`src/rtl/idli_pkg.sv`:
```
// Shared types for the idli decode front end: micro-op bundle, field enums,
// decode-buffer FSM states and default stream geometry.
package idli_pkg;

    localparam int unsigned DE_DATA_W = 16;
    localparam int unsigned DE_NIB_W  = 4;
    localparam int unsigned DE_BEATS  = DE_DATA_W / DE_NIB_W;

    typedef logic [15:0] data_t;
    typedef logic [3:0]  reg_t;

    typedef enum logic [2:0] {
        PIPE_ALU    = 3'd0,
        PIPE_SHIFT  = 3'd1,
        PIPE_MEM    = 3'd2,
        PIPE_BRANCH = 3'd3,
        PIPE_SYS    = 3'd4
    } pipe_t;

    typedef enum logic [1:0] {
        ALU_OP_ADD = 2'd0,
        ALU_OP_AND = 2'd1,
        ALU_OP_OR  = 2'd2,
        ALU_OP_XOR = 2'd3
    } alu_op_t;

    typedef enum logic [1:0] {
        CMP_OP_NONE = 2'd0,
        CMP_OP_EQ   = 2'd1,
        CMP_OP_LT   = 2'd2,
        CMP_OP_LTU  = 2'd3
    } cmp_op_t;

    typedef enum logic [1:0] {
        SHIFT_OP_NONE = 2'd0,
        SHIFT_OP_SHL  = 2'd1,
        SHIFT_OP_SHR  = 2'd2,
        SHIFT_OP_SAR  = 2'd3
    } shift_op_t;

    typedef enum logic [2:0] {
        DST_NULL = 3'd0,
        DST_REG  = 3'd1,
        DST_FLAG = 3'd2,
        DST_PC   = 3'd3,
        DST_MEM  = 3'd4
    } dst_t;

    typedef enum logic [1:0] {
        SRC_REG  = 2'd0,
        SRC_SQI  = 2'd1,
        SRC_ZERO = 2'd2,
        SRC_PC   = 2'd3
    } src_t;

    typedef enum logic [2:0] {
        AUX_NONE = 3'd0,
        AUX_LD   = 3'd1,
        AUX_ST   = 3'd2,
        AUX_NOP  = 3'd3,
        AUX_HALT = 3'd4
    } aux_t;

    typedef struct packed {
        pipe_t     pipe;
        alu_op_t   alu_op;
        logic      alu_inv;
        logic      alu_cin;
        cmp_op_t   cmp_op;
        shift_op_t shift_op;
        dst_t      dst;
        reg_t      dst_reg;
        src_t      lhs;
        reg_t      lhs_reg;
        src_t      rhs;
        reg_t      rhs_reg;
        aux_t      aux;
    } uop_t;

    typedef enum logic {
        DE_INSN = 1'b0,
        DE_IMM  = 1'b1
    } de_state_t;

    // An instruction whose right operand streams in as the following word.
    function automatic logic uop_needs_imm(uop_t u);
        return u.rhs == SRC_SQI;
    endfunction

endpackage

```
`src/rtl/idli_decode_buf_if.sv`:
```
// Nibble-stream input and decoded-queue output bundle of the decode buffer.
interface idli_decode_buf_if
    import idli_pkg::*;
#(
    parameter int unsigned DEPTH  = 4,
    parameter int unsigned NIB_W  = 4,
    parameter int unsigned DATA_W = 16
) ();

    localparam int unsigned CNT_W = $clog2(DEPTH + 1);

    logic [NIB_W-1:0]  i_de_nib;
    logic              i_de_nib_vld;
    logic              o_de_ready;
    logic              i_de_flush;
    logic              o_de_vld;
    uop_t              o_de_uop;
    logic [DATA_W-1:0] o_de_imm;
    logic              i_de_ack;
    logic [CNT_W-1:0]  o_de_cnt;
    logic              o_de_wait_imm;

    // Upstream/consumer side: feeds nibbles, flushes and acknowledges.
    modport master (
        output i_de_nib, i_de_nib_vld, i_de_flush, i_de_ack,
        input  o_de_ready, o_de_vld, o_de_uop, o_de_imm, o_de_cnt, o_de_wait_imm
    );

    // Decode buffer side.
    modport slave (
        input  i_de_nib, i_de_nib_vld, i_de_flush, i_de_ack,
        output o_de_ready, o_de_vld, o_de_uop, o_de_imm, o_de_cnt, o_de_wait_imm
    );

endinterface

```
`src/rtl/idli_decode_table_m.sv`:
```
// Combinational instruction decode: 16-bit encoding {C, B, A, op} to micro-op.
// C == 4'hF selects a streamed immediate except in the unary and system forms,
// where C is a sub-opcode instead.
module idli_decode_table_m
    import idli_pkg::*;
(
    input  data_t i_enc,
    output uop_t  o_uop
);

    reg_t a;
    reg_t b;
    reg_t c;

    assign a = i_enc[7:4];
    assign b = i_enc[11:8];
    assign c = i_enc[15:12];

    // Shared register-form defaults, then per-opcode overrides.
    always_comb begin
        o_uop         = '0;
        o_uop.pipe    = PIPE_ALU;
        o_uop.alu_op  = ALU_OP_ADD;
        o_uop.dst     = DST_REG;
        o_uop.dst_reg = a;
        o_uop.lhs     = SRC_REG;
        o_uop.lhs_reg = b;
        o_uop.rhs     = (c == 4'hF) ? SRC_SQI : SRC_REG;
        o_uop.rhs_reg = c;

        casez (i_enc)
            16'b????_????_????_0000: ;
            16'b????_????_????_0001: begin
                o_uop.alu_inv = 1'b1;
                o_uop.alu_cin = 1'b1;
            end
            16'b????_????_????_0010: o_uop.alu_op = ALU_OP_AND;
            16'b????_????_????_0011: o_uop.alu_op = ALU_OP_OR;
            16'b????_????_????_0100: o_uop.alu_op = ALU_OP_XOR;
            16'b????_????_????_01??: begin
                // 0101..0111: compare A-flag <- B ? C via subtract
                o_uop.alu_inv = 1'b1;
                o_uop.alu_cin = 1'b1;
                o_uop.dst     = DST_FLAG;
                casez (i_enc[1:0])
                    2'b01:   o_uop.cmp_op = CMP_OP_EQ;
                    2'b10:   o_uop.cmp_op = CMP_OP_LT;
                    default: o_uop.cmp_op = CMP_OP_LTU;
                endcase
            end
            16'b????_????_????_10??: begin
                if (i_enc[1:0] == 2'b11) begin
                    // 1011: load A <- mem[B + C]
                    o_uop.pipe = PIPE_MEM;
                    o_uop.aux  = AUX_LD;
                end else begin
                    o_uop.pipe = PIPE_SHIFT;
                    casez (i_enc[1:0])
                        2'b00:   o_uop.shift_op = SHIFT_OP_SHL;
                        2'b01:   o_uop.shift_op = SHIFT_OP_SHR;
                        default: o_uop.shift_op = SHIFT_OP_SAR;
                    endcase
                end
            end
            16'b????_????_????_1100: begin
                o_uop.pipe = PIPE_MEM;
                o_uop.dst  = DST_MEM;
                o_uop.aux  = AUX_ST;
            end
            16'b????_????_????_1101: begin
                o_uop.pipe = PIPE_BRANCH;
                o_uop.dst  = DST_PC;
                o_uop.lhs  = SRC_PC;
            end
            16'b????_????_????_1110: begin
                // Unary forms: C is a sub-opcode, never an immediate marker.
                o_uop.rhs = SRC_ZERO;
                casez (c)
                    4'b0001: begin
                        o_uop.alu_op  = ALU_OP_XOR;
                        o_uop.alu_inv = 1'b1;
                    end
                    4'b0010: begin
                        o_uop.lhs     = SRC_ZERO;
                        o_uop.rhs     = SRC_REG;
                        o_uop.rhs_reg = b;
                        o_uop.alu_inv = 1'b1;
                        o_uop.alu_cin = 1'b1;
                    end
                    default: ;
                endcase
            end
            default: begin
                // System forms: C is a sub-opcode, never an immediate marker.
                o_uop.pipe = PIPE_SYS;
                o_uop.dst  = DST_NULL;
                o_uop.lhs  = SRC_ZERO;
                o_uop.rhs  = SRC_ZERO;
                o_uop.aux  = (c == 4'hF) ? AUX_HALT : AUX_NOP;
            end
        endcase
    end

endmodule

```
`src/rtl/idli_decode_buf_m.sv`:
```
// Decode buffer: assembles words from the nibble stream, decodes them, merges
// a trailing immediate into the same entry and queues entries for execute.
module idli_decode_buf_m
    import idli_pkg::*;
#(
    parameter int unsigned DEPTH  = 4,
    parameter int unsigned NIB_W  = 4,
    parameter int unsigned DATA_W = 16
) (
    input  logic             i_de_gck,
    input  logic             i_de_rst_n,
    idli_decode_buf_if.slave de_if
);

    localparam int unsigned BEATS  = DATA_W / NIB_W;
    localparam int unsigned BEAT_W = (BEATS > 1) ? $clog2(BEATS) : 1;
    localparam int unsigned PTR_W  = $clog2(DEPTH);
    localparam int unsigned CNT_W  = $clog2(DEPTH + 1);

    localparam logic [BEAT_W-1:0] LAST_BEAT = BEAT_W'(BEATS - 1);
    localparam logic [CNT_W-1:0]  FULL_CNT  = CNT_W'(DEPTH);

    typedef struct packed {
        uop_t              uop;
        logic [DATA_W-1:0] imm;
    } entry_t;

    de_state_t         state_q,  state_d;
    logic [BEAT_W-1:0] beat_q,   beat_d;
    logic [DATA_W-1:0] word_q,   word_d;
    uop_t              stage_q,  stage_d;
    logic [PTR_W-1:0]  wr_ptr_q, wr_ptr_d;
    logic [PTR_W-1:0]  rd_ptr_q, rd_ptr_d;
    logic [CNT_W-1:0]  cnt_q,    cnt_d;
    entry_t            mem_q [DEPTH];
    entry_t            mem_d [DEPTH];

    logic              flush;
    logic              ready;
    logic              vld;
    logic              accept;
    logic              word_done;
    logic              push;
    logic              pop;
    int unsigned       nib_lsb;
    logic [DATA_W-1:0] asm_word;
    uop_t              dec_uop;
    entry_t            push_entry;
    entry_t            head;

    assign flush     = de_if.i_de_flush;
    assign ready     = cnt_q < FULL_CNT;
    assign vld       = cnt_q != '0;
    assign accept    = de_if.i_de_nib_vld && ready && !flush;
    assign word_done = accept && (beat_q == LAST_BEAT);
    assign pop       = de_if.i_de_ack && vld && !flush;
    assign nib_lsb   = 32'(beat_q) * NIB_W;

    // Word as it stands including this cycle's nibble; decoded on the last beat.
    always_comb begin
        asm_word                    = word_q;
        asm_word[nib_lsb +: NIB_W]  = de_if.i_de_nib;
    end

    idli_decode_table_m u_table (
        .i_enc (data_t'(asm_word)),
        .o_uop (dec_uop)
    );

    // Instruction/immediate sequencing; an immediate-carrying instruction is
    // held in the staging register and pushed together with its immediate.
    always_comb begin
        state_d    = state_q;
        stage_d    = stage_q;
        push       = 1'b0;
        push_entry = '0;
        if (word_done) begin
            if (state_q == DE_INSN) begin
                if (uop_needs_imm(dec_uop)) begin
                    stage_d = dec_uop;
                    state_d = DE_IMM;
                end else begin
                    push           = 1'b1;
                    push_entry.uop = dec_uop;
                end
            end else begin
                push           = 1'b1;
                push_entry.uop = stage_q;
                push_entry.imm = asm_word;
                state_d        = DE_INSN;
            end
        end
        if (flush) begin
            state_d = DE_INSN;
            stage_d = '0;
        end
    end

    // Beat counter and partial-word register.
    always_comb begin
        beat_d = beat_q;
        word_d = word_q;
        if (accept) begin
            beat_d = (beat_q == LAST_BEAT) ? '0 : beat_q + 1'b1;
            word_d = asm_word;
        end
        if (flush) begin
            beat_d = '0;
            word_d = '0;
        end
    end

    // Queue pointers and occupancy.
    always_comb begin
        wr_ptr_d = push ? wr_ptr_q + PTR_W'(1) : wr_ptr_q;
        rd_ptr_d = pop  ? rd_ptr_q + PTR_W'(1) : rd_ptr_q;
        cnt_d    = cnt_q;
        case ({push, pop})
            2'b10:   cnt_d = cnt_q + CNT_W'(1);
            2'b01:   cnt_d = cnt_q - CNT_W'(1);
            default: ;
        endcase
        if (flush) begin
            wr_ptr_d = '0;
            rd_ptr_d = '0;
            cnt_d    = '0;
        end
    end

    // Queue storage write.
    always_comb begin
        mem_d = mem_q;
        if (push) begin
            mem_d[wr_ptr_q] = push_entry;
        end
    end

    // Control state: FSM, assembler, staging register and queue pointers.
    always_ff @(posedge i_de_gck or negedge i_de_rst_n) begin
        if (!i_de_rst_n) begin
            state_q  <= DE_INSN;
            beat_q   <= '0;
            word_q   <= '0;
            stage_q  <= '0;
            wr_ptr_q <= '0;
            rd_ptr_q <= '0;
            cnt_q    <= '0;
        end else begin
            state_q  <= state_d;
            beat_q   <= beat_d;
            word_q   <= word_d;
            stage_q  <= stage_d;
            wr_ptr_q <= wr_ptr_d;
            rd_ptr_q <= rd_ptr_d;
            cnt_q    <= cnt_d;
        end
    end

    // Entry storage; contents are only observed while counted as occupied.
    always_ff @(posedge i_de_gck) begin
        mem_q <= mem_d;
    end

    assign head                = mem_q[rd_ptr_q];
    assign de_if.o_de_ready    = ready;
    assign de_if.o_de_vld      = vld;
    assign de_if.o_de_uop      = vld ? head.uop : '0;
    assign de_if.o_de_imm      = vld ? head.imm : '0;
    assign de_if.o_de_cnt      = cnt_q;
    assign de_if.o_de_wait_imm = (state_q == DE_IMM);

endmodule
```
`src/flat_wrapper.sv`:
```
// flat-port wrapper written by rule: the top's interface ports become plain ports
module idli_decode_buf_m_flat import idli_pkg::*;
#(
    parameter int unsigned DEPTH  = 4,
    parameter int unsigned NIB_W  = 4,
    parameter int unsigned DATA_W = 16
)
  (i_de_gck, i_de_rst_n, de_if_i_de_nib, de_if_i_de_nib_vld, de_if_i_de_flush, de_if_i_de_ack, de_if_o_de_ready, de_if_o_de_vld, de_if_o_de_uop, de_if_o_de_imm, de_if_o_de_cnt, de_if_o_de_wait_imm);
  idli_decode_buf_if #(.DEPTH(DEPTH), .NIB_W(NIB_W), .DATA_W(DATA_W)) de_if_i ();
  input  logic i_de_gck;
  input  logic i_de_rst_n;
  input wire logic [$bits(de_if_i.i_de_nib)-1:0] de_if_i_de_nib;
  input wire logic [$bits(de_if_i.i_de_nib_vld)-1:0] de_if_i_de_nib_vld;
  input wire logic [$bits(de_if_i.i_de_flush)-1:0] de_if_i_de_flush;
  input wire logic [$bits(de_if_i.i_de_ack)-1:0] de_if_i_de_ack;
  output wire logic [$bits(de_if_i.o_de_ready)-1:0] de_if_o_de_ready;
  output wire logic [$bits(de_if_i.o_de_vld)-1:0] de_if_o_de_vld;
  output wire logic [$bits(de_if_i.o_de_uop)-1:0] de_if_o_de_uop;
  output wire logic [$bits(de_if_i.o_de_imm)-1:0] de_if_o_de_imm;
  output wire logic [$bits(de_if_i.o_de_cnt)-1:0] de_if_o_de_cnt;
  output wire logic [$bits(de_if_i.o_de_wait_imm)-1:0] de_if_o_de_wait_imm;
  assign de_if_i.i_de_nib = de_if_i_de_nib;
  assign de_if_i.i_de_nib_vld = de_if_i_de_nib_vld;
  assign de_if_i.i_de_flush = de_if_i_de_flush;
  assign de_if_i.i_de_ack = de_if_i_de_ack;
  assign de_if_o_de_ready = de_if_i.o_de_ready;
  assign de_if_o_de_vld = de_if_i.o_de_vld;
  assign de_if_o_de_uop = de_if_i.o_de_uop;
  assign de_if_o_de_imm = de_if_i.o_de_imm;
  assign de_if_o_de_cnt = de_if_i.o_de_cnt;
  assign de_if_o_de_wait_imm = de_if_i.o_de_wait_imm;
  idli_decode_buf_m #(.DEPTH(DEPTH), .NIB_W(NIB_W), .DATA_W(DATA_W)) u_core (.i_de_gck(i_de_gck), .i_de_rst_n(i_de_rst_n), .de_if(de_if_i));
endmodule
```
`config.mk`:
```
export PLATFORM = sky130hd
export DESIGN_NAME = idli_decode_buf_m_flat
export DESIGN_NICKNAME = d
export VERILOG_FILES = /design/src/rtl/idli_pkg.sv /design/src/rtl/idli_decode_buf_if.sv /design/src/rtl/idli_decode_table_m.sv /design/src/rtl/idli_decode_buf_m.sv /design/src/flat_wrapper.sv
export SDC_FILE = /design/constraint.sdc
export NUM_CORES = 1
export LEC_CHECK = 0
export ABC_CLOCK_PERIOD_IN_PS = 4950
export BUFFER_PORTS_ARGS = -buffer_cell sky130_fd_sc_hd__buf_2
export CAP_MARGIN = 20
export CORE_ASPECT_RATIO = 0.75
export CORE_MARGIN = 2
export CORE_UTILIZATION = 30
export DETAILED_ROUTE_END_ITERATION = 8
export HOLD_SLACK_MARGIN = 0.12
export PLACE_DENSITY = 0.51
export SLEW_MARGIN = 0
export SYNTH_ARGS = -nofsm -noshare
export SYNTH_HDL_FRONTEND = slang
export SYNTH_SLANG_ARGS = --single-unit
```
`constraint.sdc`:
```
create_clock -name i_de_gck -period 4.95 [get_ports i_de_gck]
set_input_delay 0.99 -clock i_de_gck [delete_from_list [all_inputs] [get_ports i_de_gck]]
set_output_delay 0.99 -clock i_de_gck [all_outputs]
set_load 0.1 [all_outputs]
```
=== Word-level counts from Yosys, hierarchy flattened ===
Cells that the tools add are included.

* Logic and storage cells: 202
* Memories kept: 0
* ROM bits: 0
* Input port bits: 9
* Output and inout port bits: 55
* Register bits: 255
* Bits in writable memories: 0
* Bits in latches: 0

* Reduce and logical (&&, ||, !) cells: 26
* Multiplexer cells: 67
* $add $sub $neg: 6
* Order comparisons: 4
* Divide/modulo/power cells: 0
* Bitwise gates (word level): 2
* Eq/ne operators: 20
* $mul: 0
* Shift-type cells: 2

{| class="wikitable"
|+ Operator list
! kind !! number
|-
| $mux 33 || 7
|-
| $bwmux 196 || 1
|-
| $mux 49 || 4
|-
| $bmux 49 s2 || 1
|-
| $demux 49 s2 || 1
|-
| $mux 16 || 4
|-
| $mux 2 || 18
|-
| $neg 4->34 || 1
|-
| $shift 4x34->16 const A || 1
|-
| $shiftx 4x34->16 || 1
|-
| $pmux 3 s4 || 2
|-
| $pmux 2 s2 || 5
|-
| $bwmux 16 || 1
|-
| $eq 4x4->1 const B || 4
|-
| $mux 3 || 5
|-
| $eq 4x2->1 const B || 3
|-
| $mux 1 || 11
|-
| $eq 2x2->1 const B || 5
|-
| $reduce_bool 2->1 || 5
|-
| $pmux 3 s3 || 1
|-
| $eq 2x1->1 const B || 4
|-
| $eq 4x1->1 const B || 2
|-
| $mux 4 || 2
|-
| $pmux 2 s4 || 1
|-
| 22 further kinds || 37
|}

=== Logic depth before layout (Yosys ltp) ===
* Word-level depth: 14
* Gate-level depth with buffers: 16
* Depth with buffers taken out: 15

=== Cells and area by module ===
A second synthesis with hierarchy kept.

* Cells, all modules: 769
* Area, all modules: 11,353.4 sq um

{| class="wikitable"
|+ By module, submodules not included
! module !! area an instance (sq um) !! cells an instance !! sequential area each (sq um) !! instances
|-
| idli_decode_buf_m || 10,789.1 || 690 || 7,362.1 || 1
|-
| idli_decode_table_m || 564.3 || 79 || 0.0 || 1
|}

=== Worst setup path after synthesis ===
No wires, ideal clock.

* Path kind: register -> register
* From: register u_core.beat_q[0]
* To: register u_core.mem_q[0] (netlist name), enable pin
* Path buffers: 1
* Period minus slack after synthesis: 4.565 ns
* Setup time: 0.412 ns
* Data arrival time: 4.153 ns
* Stages on the path, launching flop included: 13
* Slack: 0.385 ns
* Required time: 4.538 ns
* Cell sequence: dfrtp_1 inv_1 ha_1 clkbuf_1 nor2b_1 a31oi_1 inv_1 ha_1 nor4_1 nor2_1 o2111ai_4 o21a_1 and2_1

* Longest elaborated chain between the ends: 11
* Elaborated cells between the ends (all ways): 28
* Those cells by class: 1 x add/sub; 13 x eq/ne; 2 x shift; 8 x mux; 4 x reduce/logical

{| class="wikitable"
|+ RTL lines
! what !! line !! source
|-
| from (decl) || idli_decode_buf_m.sv:29 || <nowiki>logic [BEAT_W-1:0] beat_q, beat_d;</nowiki>
|-
| from (signal assigned) || idli_decode_buf_m.sv:150 || <nowiki>beat_q <= beat_d;</nowiki>
|-
| $neg 4->34 || idli_decode_buf_m.sv:62 || <nowiki>asm_word[nib_lsb +: NIB_W] = de_if.i_de_nib;</nowiki>
|-
| $shiftx 4x34->16 / $shift 4x34->16 (equally long branches) || idli_decode_buf_m.sv:62 ||
|-
| $bwmux 16 || idli_decode_buf_m.sv:62 ||
|-
| $eq 4x4->1, or another cell as far along || idli_decode_table_m.sv:31 || <nowiki>casez (i_enc)</nowiki>
|-
| $reduce_or 4->1 (no line), or another cell as far along || -- ||
|-
| $pmux 2 s2 || idli_decode_table_m.sv:31 ||
|-
| $mux 2 || idli_decode_table_m.sv:31 ||
|-
| $eq 2x1->1 || idli_pkg.sv:87 || <nowiki>return u.rhs == SRC_SQI;</nowiki>
|-
| $mux 1 || idli_decode_buf_m.sv:79 || <nowiki>if (uop_needs_imm(dec_uop)) begin</nowiki>
|-
| $mux 1 || idli_decode_buf_m.sv:78 || <nowiki>if (state_q == DE_INSN) begin</nowiki>
|-
| $mux 1 * || idli_decode_buf_m.sv:77 || <nowiki>if (word_done) begin</nowiki>
|-
| to (signal assigned) || idli_decode_buf_m.sv:161 || <nowiki>mem_q <= mem_d;</nowiki>
|-
| to (decl) || idli_decode_buf_m.sv:35 || <nowiki>entry_t mem_q [DEPTH];</nowiki>
|}

Every way passes the cells marked *; elsewhere a longest branch is shown, timed or not.
A chain may end at the register's enable or synchronous reset.

=== Final worst setup path ===
* From: register u_core.beat_q[0]
* To: register u_core.cnt_q[2] (netlist: u_core.de_if.o_de_cnt[2])

* Longest elaborated chain between the ends: 14
* Elaborated cells between the ends (all ways): 33
* Those cells by class: 1 x add/sub; 15 x eq/ne; 2 x shift; 10 x mux; 5 x reduce/logical

{| class="wikitable"
|+ RTL lines
! what !! line !! source
|-
| $neg 4->34 || idli_decode_buf_m.sv:62 ||
|-
| $shiftx 4x34->16 / $shift 4x34->16 (equally long branches) || idli_decode_buf_m.sv:62 ||
|-
| $bwmux 16 || idli_decode_buf_m.sv:62 ||
|-
| $eq 4x4->1, or another cell as far along || idli_decode_table_m.sv:31 ||
|-
| $reduce_or 4->1 (no line), or another cell as far along || -- ||
|-
| $pmux 2 s2 || idli_decode_table_m.sv:31 ||
|-
| $mux 2 || idli_decode_table_m.sv:31 ||
|-
| $eq 2x1->1 || idli_pkg.sv:87 ||
|-
| $mux 1 || idli_decode_buf_m.sv:79 ||
|-
| $mux 1 || idli_decode_buf_m.sv:78 ||
|-
| $mux 1 * || idli_decode_buf_m.sv:77 ||
|-
| $eq 2x1->1 / $eq 2x2->1 (equally long branches) || idli_decode_buf_m.sv:118 || <nowiki>case ({push, pop})</nowiki>
|-
| $pmux 3 s2 || idli_decode_buf_m.sv:118 ||
|-
| $mux 3 || idli_decode_buf_m.sv:123 || <nowiki>if (flush) begin</nowiki>
|-
| to (signal assigned) || idli_decode_buf_m.sv:155 || <nowiki>cnt_q <= cnt_d;</nowiki>
|-
| to (decl) || idli_decode_buf_m.sv:34 || <nowiki>logic [CNT_W-1:0] cnt_q, cnt_d;</nowiki>
|}

Marks and branches as above.

==> results_dict.tcl <==
set metrics [dict create \
    status "complete, no violations" \
    cp_slowest_cell "dfrtp_1" \
    grt_overflow 0 \
    gp_congestion 0.8350 \
    p_leak_nw 4.986 \
    gr-usage-met2_pct 20.47 \
    placedCellCount 1277 \
    rows 60 \
    grt_pass1_vias 6394 \
    dieArea_um2 38470 \
    setup_tns_ns 0 \
    cts_max_level 1 \
    fin_crit_sh_pct 87.60 \
    fin_crit_ns 4.336 \
    synthCells 732 \
    cts_buffer_depth 3 \
    top_usage_layer "met1" \
    cts_setup_buffers 0 \
    grt_first_pass_wirelength_mm 40.43 \
    fin_total_pwr_mw 5.810 \
    min-delay-start "u_core.word_q[13]" \
    cts.hold.buffers_added 0 \
    ys_types 56 \
    synthesis.nets 760 \
    fin_worst_skew_ns 0.01599 \
    yosys_most_used_dff "edfxtp_1" \
    io_buffers 63 \
    path_clk_slew_ns 0.06 \
    nFillCells 3475 \
    dp_hpwl_mm 17.75 \
    slew_headroom_pct 34.15 \
    first_pass_iters 5 \
    ys_warn_count 0 \
    grtUsageMet3_pct 2.486 \
    worstPathArrival_ns 4.75 \
    drc 0 \
    fmax_mhz 230.6 \
    antennaDiodeCount 0 \
    r2r_end "u_core.de_if.o_de_cnt[2]" \
    syn_area_um2 11070 \
    grt_max_degree 60 \
    slowest_delay_ns 0.48 \
    tightest_slew_ns 0.9877 \
    clk_latency_ns 0.54 \
    cts_buffers 26 \
    path_class "flop to flop" \
    root_buffer "clkbuf_16" \
    cts_tree "built" \
    critPathLaunchType "flop" \
    cp.required_ns 5.37 \
    hold_class "flop to flop" \
    cp-end-kind "flop" \
    vias 6373 \
    ant_nets 0 \
    max_cap_violations 0 \
    nets 837 \
    synth-seq-cells 255 \
    grt_use_met1_pct 21.83 \
    die_w_um 225.8 \
    max-vdd-ir-drop_mv 0.4163 \
    reg2reg_depth 15 \
    hold_violations 0 \
    area_delta_synth_final_pct 16.47 \
    path_max_fanout 7 \
    coreArea_um2 36110 \
    ys_seq_area_share_pct 66.50 \
    first_iter_violations 516 \
    totalWireLength_mm 26.62 \
    die-height_um 170.4 \
    post_cts_resize_count 0 \
    rr_startpoint "u_core.beat_q[0]" \
    start_util_pct 30.66 \
    wl_per_cell_um 20.09 \
    powerDensity_nw_per_um2 450.6 \
    async_flop_share_pct 23.14 \
    avgViaCountPerCell 4.810 \
    final_layout_size_suffix_gt1_share_pct 24.61 \
    grt.total_usage_pct 14.05 \
    hold_depth 2 \
    rsz0062_at_grt "false" \
    slew_violations 0 \
    finalSetupViolCount 0 \
    cts_sinks 255 \
    crit_chain "inv_1, ha_1, nor2_1, a31oi_1, inv_1, ha_1, nor4_1, nor2_1, o2111ai_4, o21a_1, nor3_1, fa_1, and2_1, mux2i_1, mux2_1" \
    r2r_slack_ns 0.61 \
    synth_edf_count 196 \
    hold_end "u_core.word_q[13]" \
    instances_no_fill 1325 \
    ios 64 \
    syn_avg_cell_area_um2 15.12 \
    grt_antenna_before_repair 1 \
]
## stage by stage
step | util, % | area [um2] | setup WS, ns | hold slack, ns
after floorplan | - | 11070 | 0.3853 | 0.4422
after detailed placement | 33.32 | 12030 | 0.5695 | 0.4644
after CTS | 35.71 | 12890 | 0.5918 | 0.4781
after global routing | 35.71 | 12890 | 0.2000 | 0.5026
after global placement | 33.32 | 12030 | 0.6280 | 0.4577
final | 35.71 | 12890 | 0.6140 | 0.4765
## metal layers
metal	share of wire (%)	routed length, um
met1	51	13570
met2	42	11220
met3	5.3	1405
met4	1.6	424
met5	0	0
## placed cells by master, fill, tap and decap left out, types with 3 or more instances in the layout
cell type / Yosys / layout
nor3b_1: 5 / 5
nor2b_1: 19 / 19
a22o_1: 9 / 9
nor2_1: 45 / 45
a211oi_2: 6 / 6
nand3_1: 3 / 3
a31oi_1: 16 / 16
mux4_2: 49 / 49
a31o_2: 4 / 4
o31ai_1: 8 / 8
clkinv_2: 0 / 3
clkbuf_16: 0 / 26
o21a_1: 3 / 3
and2_1: 59 / 55
nand2_1: 63 / 63
inv_1: 17 / 17
bufinv_16: 0 / 3
nand3b_1: 10 / 10
clkinv_1: 0 / 6
o21ai_0: 39 / 39
dfrtp_1: 59 / 57
clkbuf_1: 27 / 4
buf_4: 2 / 27
a21o_1: 8 / 8
a21oi_1: 7 / 7
nand2b_1: 4 / 4
and2_2: 0 / 4
edfxtp_1: 196 / 196
a211oi_1: 3 / 3
ha_1: 18 / 18
buf_2: 8 / 63
xnor2_1: 3 / 3
o221ai_1: 3 / 3
## logic make-up after synthesis
family / after synthesis / synth area share (%)
compound gates: 120 / 7.810
xor+xnor: 5 / 0.3956
fa+ha+maj: 19 / 2.215
buf+inv: 58 / 2.272
flops: 255 / 66.50
mux: 53 / 10.39
simple gates: 222 / 10.42
## worst max-delay path: cells and delay by family (launching register included)
family	cells	cell delay (ns)
adders and majority gates	3	1.06
buffers and inverters	2	0.29
and+or+nand+nor	5	0.80
muxes	2	0.47
AOI/OAI and AO/OA	3	1.12
DFF	1	0.48
## worst max path at each step
stage                       from  slack (ns)                       end
4_1_cts         u_core.beat_q[0]        0.59  u_core.de_if.o_de_cnt[2]
3_5_place_dp   de_if_i_de_nib[1]        0.57  u_core.de_if.o_de_cnt[2]
5_1_grt         u_core.beat_q[0]        0.20  u_core.de_if.o_de_cnt[2]
6_report        u_core.beat_q[0]        0.61  u_core.de_if.o_de_cnt[2]
3_3_place_gp   de_if_i_de_nib[1]        0.63  u_core.de_if.o_de_cnt[2]
2_1_floorplan   u_core.beat_q[0]        0.39           u_core.mem_q[0]
## layout make-up
| cell class | count | area [um2] | area share [%] |
|---|---|---|---|
| Multi-Input combinational cell | 419 | 3463 | 26.86 |
| Tap cell | 496 | 620.6 | 4.813 |
| Inverter | 17 | 63.81 | 0.4949 |
| Clock buffer | 32 | 693.2 | 5.376 |
| Clock inverter | 16 | 167.7 | 1.300 |
| Sequential cell | 255 | 7367 | 57.14 |
| Timing Repair Buffer | 90 | 518.0 | 4.017 |
## cells in the mapped netlist, drive strengths merged (4+ instances only)
cell type  count  area, um2
o21ai         41      216.5
buf           13      81.32
nand2b         4      25.02
nor2b         19      118.9
nand2         63      236.5
a31oi         16      100.1
inv           17      63.81
clkbuf        28      106.4
o31ai         10      85.08
nor2          45      168.9
a21o           8      60.06
mux4          49       1104
a31o           4      35.03
nand3b        10      75.07
a211oi         9      97.59
a21oi          7      35.03
a22o           9      78.83
dfrtp         59       1476
nor3b          6      56.31
ha            18      225.2
edfxtp       196       5886
and2          59      369.1
## where the power goes
part           leakage (nW)  internal [mW]  switching, mW
registers              2.92           2.31          0.100
clock network         0.414           1.15          0.807
logic                  1.65          0.405           1.04
## registers in the layout, indices dropped and copies added (netlist names)
signal and flops:
u_core.mem_q 196, u_core.wr_ptr_q 2, u_core.beat_q 2, u_core.word_q 16
u_core.stage_q 33, u_core.rd_ptr_q 2, u_core.de_if.o_de_wait_imm 1, u_core.de_if.o_de_cnt 3
No activity file was read; power rests on OpenSTA's default activity.
